==> src/rtl/gf_pkg.sv <==
// Shared GF(2^M) definitions for the BCH datapath: default field, FSM encoding
// and small helpers used by the digit-serial multiplier.
package gf_pkg;

    localparam int GF_M = 13;
    localparam logic [GF_M-1:0] GF_POLY = 13'h001B;

    typedef enum logic [1:0] {
        ST_IDLE = 2'd0,
        ST_BUSY = 2'd1,
        ST_DONE = 2'd2
    } gf_state_e;

    // v*x mod p in the default BCH field
    function automatic logic [GF_M-1:0] gf_mulx(input logic [GF_M-1:0] v);
        return {v[GF_M-2:0], 1'b0} ^ ({GF_M{v[GF_M-1]}} & GF_POLY);
    endfunction

    function automatic int gf_ceil_div(input int n, input int d);
        return (n + d - 1) / d;
    endfunction

endpackage

==> src/rtl/gf_mult_digit_serial_if.sv <==
// Operand/result handshake bundle between the decoder control FSMs and the
// digit-serial multiplier.
interface gf_mult_digit_serial_if #(
    parameter int M = gf_pkg::GF_M
);
    logic         in_valid;
    logic         in_ready;
    logic [M-1:0] in_a;
    logic [M-1:0] in_b;
    logic         in_acc;
    logic         out_valid;
    logic         out_ready;
    logic [M-1:0] out_c;

    modport master (
        output in_valid, in_a, in_b, in_acc, out_ready,
        input  in_ready, out_valid, out_c
    );

    modport slave (
        input  in_valid, in_a, in_b, in_acc, out_ready,
        output in_ready, out_valid, out_c
    );
endinterface

==> src/rtl/gf_digit_step.sv <==
// One digit of a digit-serial GF(2^M) product: (w*x^D xor a*digit) mod p,
// evaluated Horner-style MSB first so every intermediate stays M bits wide.
module gf_digit_step
    import gf_pkg::*;
#(
    parameter int          M    = GF_M,
    parameter logic [M-1:0] POLY = M'(GF_POLY),
    parameter int          D    = 4
) (
    input  logic [M-1:0] w,
    input  logic [M-1:0] a,
    input  logic [D-1:0] digit,
    output logic [M-1:0] w_next
);

    function automatic logic [M-1:0] mulx(input logic [M-1:0] v);
        return (v << 1) ^ ({M{v[M-1]}} & POLY);
    endfunction

    always_comb begin
        w_next = w;
        for (int i = D - 1; i >= 0; i--) begin
            w_next = mulx(w_next) ^ ({M{digit[i]}} & a);
        end
    end

endmodule

==> src/rtl/gf_mult_digit_serial.sv <==
// Digit-serial GF(2^M) multiplier with optional accumulate into the held
// result; one product every NDIG+2 cycles behind valid/ready handshakes.
module gf_mult_digit_serial
    import gf_pkg::*;
#(
    parameter int           M    = GF_M,
    parameter logic [M-1:0] POLY = M'(GF_POLY),
    parameter int           D    = 4
) (
    input  logic                  clk,
    input  logic                  rst,
    gf_mult_digit_serial_if.slave bus
);

    localparam int NDIG = gf_ceil_div(M, D);
    localparam int PADW = NDIG * D;
    localparam int KW   = (NDIG > 1) ? $clog2(NDIG) : 1;
    localparam logic [KW-1:0] K_LAST = KW'(NDIG - 1);

    gf_state_e state, state_nxt;

    logic [M-1:0]    a_q;
    logic [PADW-1:0] b_q;
    logic            acc_q;
    logic [M-1:0]    w_q;
    logic [M-1:0]    r_q;
    logic [KW-1:0]   k_q;
    logic [D-1:0]    digit;
    logic [M-1:0]    w_step;
    logic            accept;
    logic            last_step;

    assign accept    = (state == ST_IDLE) && bus.in_valid;
    assign last_step = (state == ST_BUSY) && (k_q == '0);
    assign digit     = b_q[int'(k_q) * D +: D];

    always_ff @(posedge clk or posedge rst) begin
        if (rst) begin
            state <= ST_IDLE;
        end else begin
            state <= state_nxt;
        end
    end

    always_comb begin
        state_nxt = state;
        case (state)
            ST_IDLE: if (bus.in_valid)  state_nxt = ST_BUSY;
            ST_BUSY: if (k_q == '0)     state_nxt = ST_DONE;
            ST_DONE: if (bus.out_ready) state_nxt = ST_IDLE;
            default:                    state_nxt = ST_IDLE;
        endcase
    end

    always_comb begin
        bus.in_ready  = (state == ST_IDLE);
        bus.out_valid = (state == ST_DONE);
    end

    // Operands are captured only at acceptance; b is zero-padded at the top
    always_ff @(posedge clk) begin
        if (accept) begin
            a_q   <= bus.in_a;
            b_q   <= PADW'(bus.in_b);
            acc_q <= bus.in_acc;
        end
    end

    gf_digit_step #(
        .M    (M),
        .POLY (POLY),
        .D    (D)
    ) u_step (
        .w      (w_q),
        .a      (a_q),
        .digit  (digit),
        .w_next (w_step)
    );

    // r survives handshakes so the next accumulate op can fold into it
    always_ff @(posedge clk or posedge rst) begin
        if (rst) begin
            w_q <= '0;
            k_q <= '0;
            r_q <= '0;
        end else if (accept) begin
            w_q <= '0;
            k_q <= K_LAST;
        end else if (state == ST_BUSY) begin
            w_q <= w_step;
            if (k_q != '0) begin
                k_q <= k_q - KW'(1);
            end
            if (last_step) begin
                r_q <= acc_q ? (w_step ^ r_q) : w_step;
            end
        end
    end

    assign bus.out_c = r_q;

    a_out_stable: assert property (@(posedge clk) disable iff (rst)
        (bus.out_valid && !bus.out_ready) |=> (bus.out_valid && $stable(bus.out_c)));

    a_exclusive: assert property (@(posedge clk) disable iff (rst)
        !(bus.in_ready && bus.out_valid));

endmodule

==> src/flat_wrapper.sv <==
// flat-port wrapper written by rule: the top's interface ports become plain ports
module gf_mult_digit_serial_flat import gf_pkg::*;
#(
    parameter int           M    = GF_M,
    parameter logic [M-1:0] POLY = M'(GF_POLY),
    parameter int           D    = 4
)
  (clk, rst, bus_in_valid, bus_in_a, bus_in_b, bus_in_acc, bus_out_ready, bus_in_ready, bus_out_valid, bus_out_c);
  gf_mult_digit_serial_if #(.M(M)) bus_i ();
  input  logic clk;
  input  logic rst;
  input wire logic [$bits(bus_i.in_valid)-1:0] bus_in_valid;
  input wire logic [$bits(bus_i.in_a)-1:0] bus_in_a;
  input wire logic [$bits(bus_i.in_b)-1:0] bus_in_b;
  input wire logic [$bits(bus_i.in_acc)-1:0] bus_in_acc;
  input wire logic [$bits(bus_i.out_ready)-1:0] bus_out_ready;
  output wire logic [$bits(bus_i.in_ready)-1:0] bus_in_ready;
  output wire logic [$bits(bus_i.out_valid)-1:0] bus_out_valid;
  output wire logic [$bits(bus_i.out_c)-1:0] bus_out_c;
  assign bus_i.in_valid = bus_in_valid;
  assign bus_i.in_a = bus_in_a;
  assign bus_i.in_b = bus_in_b;
  assign bus_i.in_acc = bus_in_acc;
  assign bus_i.out_ready = bus_out_ready;
  assign bus_in_ready = bus_i.in_ready;
  assign bus_out_valid = bus_i.out_valid;
  assign bus_out_c = bus_i.out_c;
  gf_mult_digit_serial #(.M(M), .POLY(POLY), .D(D)) u_core (.clk(clk), .rst(rst), .bus(bus_i));
endmodule
==> config.mk <==
export PLATFORM = sky130hd
export DESIGN_NAME = gf_mult_digit_serial_flat
export DESIGN_NICKNAME = d
export VERILOG_FILES = /design/src/rtl/gf_pkg.sv /design/src/rtl/gf_mult_digit_serial_if.sv /design/src/rtl/gf_digit_step.sv /design/src/rtl/gf_mult_digit_serial.sv /design/src/flat_wrapper.sv
export SDC_FILE = /design/constraint.sdc
export NUM_CORES = 1
export LEC_CHECK = 0
export CORE_MARGIN = 2
export CORE_UTILIZATION = 60
export CTS_BUF_LIST = sky130_fd_sc_hd__clkbuf_4 sky130_fd_sc_hd__clkbuf_8
export CTS_CLUSTER_DIAMETER = 60
export DETAILED_ROUTE_END_ITERATION = 8
export GPL_TIMING_DRIVEN = 0
export PLACE_DENSITY = 0.87
export SLEW_MARGIN = 20
export SYNTH_ARGS = -nofsm -noshare
export SYNTH_HDL_FRONTEND = slang
export SYNTH_SLANG_ARGS = --single-unit
==> constraint.sdc <==
create_clock -name clk -period 4.3 [get_ports clk]
set_clock_uncertainty 0.1 [all_clocks]
set_input_delay 0.43 -clock clk [delete_from_list [all_inputs] [get_ports clk]]
set_output_delay 0.43 -clock clk [all_outputs]
set_load 0.01 [all_outputs]
==> metrics list, run 1 <==
- Synthesized Nets: 342
* Number of routed nets with antenna violations: 0
- Most common cell after layout, fill and taps aside: sky130_fd_sc_hd__nand2_1
- Number of port buffers: 45
- Number of H-tree levels: 3
- Initial core utilization: 62.0%
- Core box area: 5110 um^2
- For the worst setup path, the data required time is 4420 ps.
- Leading cell types in the layout, fill and taps excluded: sky130_fd_sc_hd__nand2_1 (86), sky130_fd_sc_hd__clkdlybuf4s50_1 (45), sky130_fd_sc_hd__dfrtp_1 (30)
* Avg Inst Size Synth: 10.2 um^2
- Tot GR Track Use: 25.6%
* Clock Sinks: 57
- Detailed-router iteration count before antenna repair: 4
- Later-pin clock latency in the skew report: 360 ps
- The flow ran to the end, and the final reports show no timing, DRC or antenna violations.
* Die X-Extent: 76.7 um
- Post-detailed-route DRC marker count: 0
* Register bit count reported by yosys: 57
- Final setup violation count: 0
- Cells resized by post-CTS repair: 0
- The repair_antennas step left the layout with diodes totalling 0.
- Largest net degree at the start of global routing: 31
* CTS buffer count: 9
- For this run the aggregate overflow at the end of global routing stands at 0.
- Routability-driven placement finished with a final weighted congestion of 0.866.
* Post-DR vias/cell: 5.54
- The die covers 5880 um^2.
* Root buffer selected by CTS: sky130_fd_sc_hd__clkbuf_8
* Worst-case clock buffer depth: 2
- At the pin with the least slew margin, the transition time is 630 ps.
* Final Hold Violating Endpoints: 0
- For the worst setup path, the data arrival time is 2760 ps.
* Type of origin of the critical path: flip-flop
- Peak Freq: 0.379 GHz
* Max-Cap Viols: 0
* Layout net count: 399
* Iteration-0 DRC Markers: 201
* Fraction of registers with async set or reset after synthesis: 52.6%
- The die is 76.7 um tall.
- Number of distinct standard cells referenced by the synthesized netlist: 35
* Share of the clock period used by the worst path after layout: 61.4%
* TritonCTS clock tree: yes
- WL/cell: 15.6 um
- The cell count after synthesis came out at 310.
- Post-CTS setup repair buffer count: 0
- The number of antenna violations at the first check in global routing came to 0.
- Part of the Yosys area used for sequential elements: 49.3%
- DR vias: 2449
* Num ports: 46
- Along the worst path, the maximum fanout reaches 8.
- Via count of the first global-routing pass: 2473
* Number of max-slew violations in the final report: 0
- Primary FF master, synth: sky130_fd_sc_hd__dfrtp_1
* Number of non-filler instances in the completed layout: 442
- Wires add up to 6.89 mm.
- Clock-pin slew was measured on the worst setup and hold paths at 70 ps.
* Post-synth EDFFs: 27
- In this run, placement finished with an instance count of 426.
- The worst hold path belongs to the class input pin to asynchronous set/reset pin.
- Worst Setup Slack post-DPL: 1670 ps
- From synthesis to final layout, the design area changed by 24.0%.
* Summed instance area of the synthesized netlist: 3170 um^2
- HPWL Detailed: 4.99 mm
- CP Class: flip-flop to flip-flop
* Unrepaired setup endpoints after global routing: false
- Shortest period the worst path allows: 2640 ps
- The worst pin sits at a relative slew slack of 57.9%.
* Synthesis warning total: 0
- Across all setup checks in the final design, the least slack found is 1660 ps.
- Fin Setup TNS: 0 ps
- STA classifies the critical path endpoint as a flip-flop.
* Global-route wire length before repair: 11.6 mm
- The initialized floorplan defines 26 standard-cell rows.
- Hold buffer count at cts: 0
* Final core area utilization: 76.9%
* Share of post-route cells with drive strength above 1: 9.41%
==> area by class of cell <==
cell class | count | area (um^2)
buffer | 16 | 81.3
clock buffer | 11 | 139
clock inverter | 5 | 55.1
fill | 343 | 1180
inverter | 6 | 22.5
multi-input combinational | 231 | 1500
sequential | 57 | 1560
tap | 70 | 87.6
timing repair buffer | 46 | 478
==> synthesized netlist by cell type, drive strengths merged (4+ instances only) <==
master | instances | share of area [%]
edfxtp | 27 | 26
dfrtp | 30 | 24
clkbuf | 6 | 0.71
nor2 | 5 | 0.59
xnor2 | 29 | 8.0
nand2 | 86 | 10
mux2i | 15 | 4.7
o21ai | 17 | 3.0
xnor3 | 5 | 3.6
inv | 6 | 0.71
buf | 10 | 1.8
xor2 | 23 | 6.4
a21oi | 22 | 3.5
nand2b | 4 | 0.79
==> cells by family after synthesis <==
| logic type | Yosys count | share of synthesized area [%] |
|---|---|---|
| adders and majority gates | 1 | 0.395 |
| xor gates and xnor gates | 57 | 18.0 |
| muxes | 17 | 5.81 |
| DFF | 57 | 49.3 |
| AOI/OAI and AO/OA | 50 | 9.44 |
| and+or+nand+nor | 106 | 13.9 |
| buffers and inverters | 22 | 3.24 |
==> per-layer routing <==
metal	wire length [um]	vias up	global-route usage, %
li1	-	1157	-
met1	2790	1191	32.0
met2	3490	82	40.9
met3	416	19	8.35
met4	185	0	11.3
met5	0	-	0
==> registers in the layout, indices dropped and copies added (netlist names) <==
name	count
u_core.acc_q	1
u_core.w_q	13
u_core.a_q	13
u_core.k_q	2
u_core.bus.out_c	13
u_core.state	2
u_core.b_q	13
==> through the flow <==
| step | hold slack, ps | instance area [um^2] |
|---|---|---|
| final | 372 | 3930 |
| after global routing | 415 | 3930 |
| after CTS | 390 | 3930 |
| after detailed placement | 439 | 3730 |
| after global placement | 420 | 3710 |
| after floorplan | 369 | 3170 |
==> final timing paths <==
path	slack, ps	cells after the start	endpoint	startpoint
worst max-delay path	1660	9	u_core.bus.out_c[4]	u_core.k_q[1]
worst min-delay path	370	2	u_core.state[0]	rst
worst max register to register	1660	9	u_core.bus.out_c[4]	u_core.k_q[1]
worst min register to register	440	2	u_core.w_q[5]	u_core.w_q[5]
max in group asynchronous	3310	2	u_core.w_q[8]	rst
min in group clk	440	2	u_core.w_q[5]	u_core.w_q[5]
==> worst max-delay path: stages (launching register included) <==
cell and delay (ps):
sky130_fd_sc_hd__dfrtp_1 360, sky130_fd_sc_hd__buf_4 160, sky130_fd_sc_hd__mux2i_1 170, sky130_fd_sc_hd__o211a_1 240, sky130_fd_sc_hd__nor3_2 210, sky130_fd_sc_hd__xnor3_2 340, sky130_fd_sc_hd__xor2_1 220, sky130_fd_sc_hd__xnor2_1 380
sky130_fd_sc_hd__mux2i_1 240, sky130_fd_sc_hd__a2bb2oi_1 80
Power of run 1 is left out: the tool's default activity adds up to more than one toggle a clock period on the data nets, which glitch-free logic cannot reach.
==> inputs of run 2 (changes only) <==
Settings changed: CORE_UTILIZATION 60 to 56, PLACE_DENSITY 0.87 to 0.82.
Clock period 4.3 ns to 2.75 ns, I/O delays scaled along.
==> run 2 against run 1 <==
Sequential share of layout area about the same. Via count decreased by 2.3%. Worst setup slack got worse by 1500 ps. First-iteration DRC count decreased by 28%. Global-route usage decreased by 2.1 points. Die area increased by 6.8%. Critical path type unchanged. Critical endpoint is now u_core.bus.out_c[2].
==> metrics list, run 2 (synthesized netlist as in run 1, its figures left out) <==
- Required time at the endpoint of the critical path: 2870 ps
- Die X-Extent: 79.2 um
- The flow ran to the end, and the final reports show no timing, DRC or antenna violations.
- Type of destination of the critical path: flip-flop
- Fin Setup TNS: 0 ps
* Worst-case clock buffer depth: 2
- Transition time of the tightest slew-check pin: 641 ps
- Entering global routing, the biggest net connects 31 pins.
* Type of origin of the critical path: flip-flop
- Critical path startpoint: u_core.k_q[1]
* Global-route wire length before repair: 11.2 mm
* Class of the worst hold path: input pin to asynchronous set/reset pin
- Die outline area: 6280 um^2
- Max-slew headroom: 57.2%
* Count of antenna diodes in the layout: 0
* Tot GR Track Use: 23.5%
* Iteration-0 DRC Markers: 145
- The via count of the first global-routing pass is 2421.
* Peak Freq: 0.385 GHz
* Total wire length: 6.64 mm
* Number of routed nets with antenna violations: 0
- Number of non-filler instances in the completed layout: 444
- Counting tap cells, the placed design contains a total of 428 instances.
- Signed area change from the synthesized netlist to the final layout: 23.9%
- Worst EP arrival: 2720 ps
* CP Class: flip-flop to flip-flop
- Setup violations remaining at the end of the flow were counted as 0.
- For this run, design rule violations remaining after detail routing come to 0.
- Area of combinational cells with multiple inputs: 1510 um^2
- Measured in cells, the most critical reg-to-reg path has a length of 10.
- TritonCTS built the clock tree.
- After filler insertion, the fill cell instance count of the layout stands at 426.
- The number of antenna violations at the first check in global routing is 0.
* Post-DR vias/cell: 5.39
- Layout net count: 399
- Of the available clock period, the critical path in the final layout requires 94.5%.
- For the finished layout, the period the worst path requires is 2600 ps.
* Unrepaired setup endpoints after global routing: false
- After floorplanning, the core was divided into 27 placement rows.
- Largest fanout on the critical path: 10
* Number of max-slew violations in the final report: 0
- In the final routed layout, each cell accounts on average for 15.0 um.
- Final Hold Violating Endpoints: 0
* Remaining Overflow, GRT: 0
- Leaving out fill and tap cells, the most frequent cell in the layout is sky130_fd_sc_hd__nand2_1.
* Later-pin clock latency in the skew report: 350 ps
- The cell sitting at the root of the clock tree is a sky130_fd_sc_hd__clkbuf_8.
- Register area: 1560 um^2
* HPWL Detailed: 4.83 mm
- From bottom edge to top edge, the die measures 79.2 um.
- Reg-to-reg critical path startpoint: u_core.k_q[1]
- Num ports: 46
- In this run, CTS created clock tree buffers numbering 9.
- For this design, the sink count on the clock tree is 57.
- CTS built an H-tree with a depth of 3.
* Clock edge transition at the registers on the reported setup and hold paths: 80 ps
* Share of post-route cells with drive strength above 1: 9.68%
* RD Place Congestion: 0.884
- For this configuration, the core starts out at a cell density of 57.9%.
* Max-Cap Viols: 0
- Leading cell types in the layout, fill and taps excluded: sky130_fd_sc_hd__nand2_1 (86), sky130_fd_sc_hd__clkdlybuf4s50_1 (45), sky130_fd_sc_hd__dfrtp_1 (30)
- Before antenna repair, the detailed router went through 4 iterations.
* DR vias: 2393
- Port buffering added 45 buffers.
- The core region is 5470 um^2.
run 2: final cells by class:
class / instances / share of cell area (%)
tap: 72 / 2.30
clock inverter: 7 / 1.43
timing repair buffer: 46 / 12.2
multi-input combinational: 231 / 38.5
buffer: 16 / 2.07
inverter: 6 / 0.574
clock buffer: 9 / 3.16
sequential: 57 / 39.8
run 2: per-layer routing:
layer | wire length [um] | GRT usage, % | vias to the layer above
li1 | - | - | 1156
met1 | 2930 | 29.4 | 1152
met2 | 3260 | 38.6 | 74
met3 | 381 | 8.41 | 11
met4 | 74 | 6.72 | 0
met5 | 0 | 0 | -
run 2: stage by stage:
step | hold slack (ps) | utilization, % | instance area (um^2) | setup slack (ps)
after floorplan | 266 | - | 3170 | 442
after global placement | 422 | 67.8 | 3710 | -60.6
after detailed placement | 429 | 68.3 | 3740 | 170
after CTS | 243 | 71.6 | 3920 | 148
after global routing | 278 | 71.7 | 3930 | 20.6
final | 225 | 71.7 | 3930 | 152
run 2: repair_timing:
item,4_1_cts,5_1_grt
gates resized for setup,0,1
endpoints found under the setup margin,0,1
hold endpoints to repair,0,0
hold buffers,0,0
setup buffers,0,0
run 2: final timing paths:
path / endpoint / slack [ps]
hold reg to reg: u_core.w_q[4] / 450
setup reg to reg: u_core.bus.out_c[2] / 150
hold / removal: u_core.bus.out_c[3] / 230
max in group asynchronous: u_core.w_q[6] / 1900
min in group clk: u_core.b_q[12] / 380
setup / recovery: u_core.bus.out_c[2] / 150
run 2: critical path: stages (launching register included):
cell,delay [ps]
sky130_fd_sc_hd__dfrtp_1,360
sky130_fd_sc_hd__buf_4,160
sky130_fd_sc_hd__mux2i_1,170
sky130_fd_sc_hd__o21ai_2,250
sky130_fd_sc_hd__buf_4,230
sky130_fd_sc_hd__a21oi_1,60
sky130_fd_sc_hd__o31ai_2,250
sky130_fd_sc_hd__xnor2_1,180
sky130_fd_sc_hd__xnor2_1,380
sky130_fd_sc_hd__mux2i_1,230
sky130_fd_sc_hd__a21oi_1,80
Power of run 2 is left out for the same reason.
==> inputs of run 3 (changes only) <==
Settings changed: CAP_MARGIN from default to 25.
==> results of run 3 <==
The final DEF is identical to that of run 2; final timing and power are the same.
Power of run 3 is left out for the same reason.
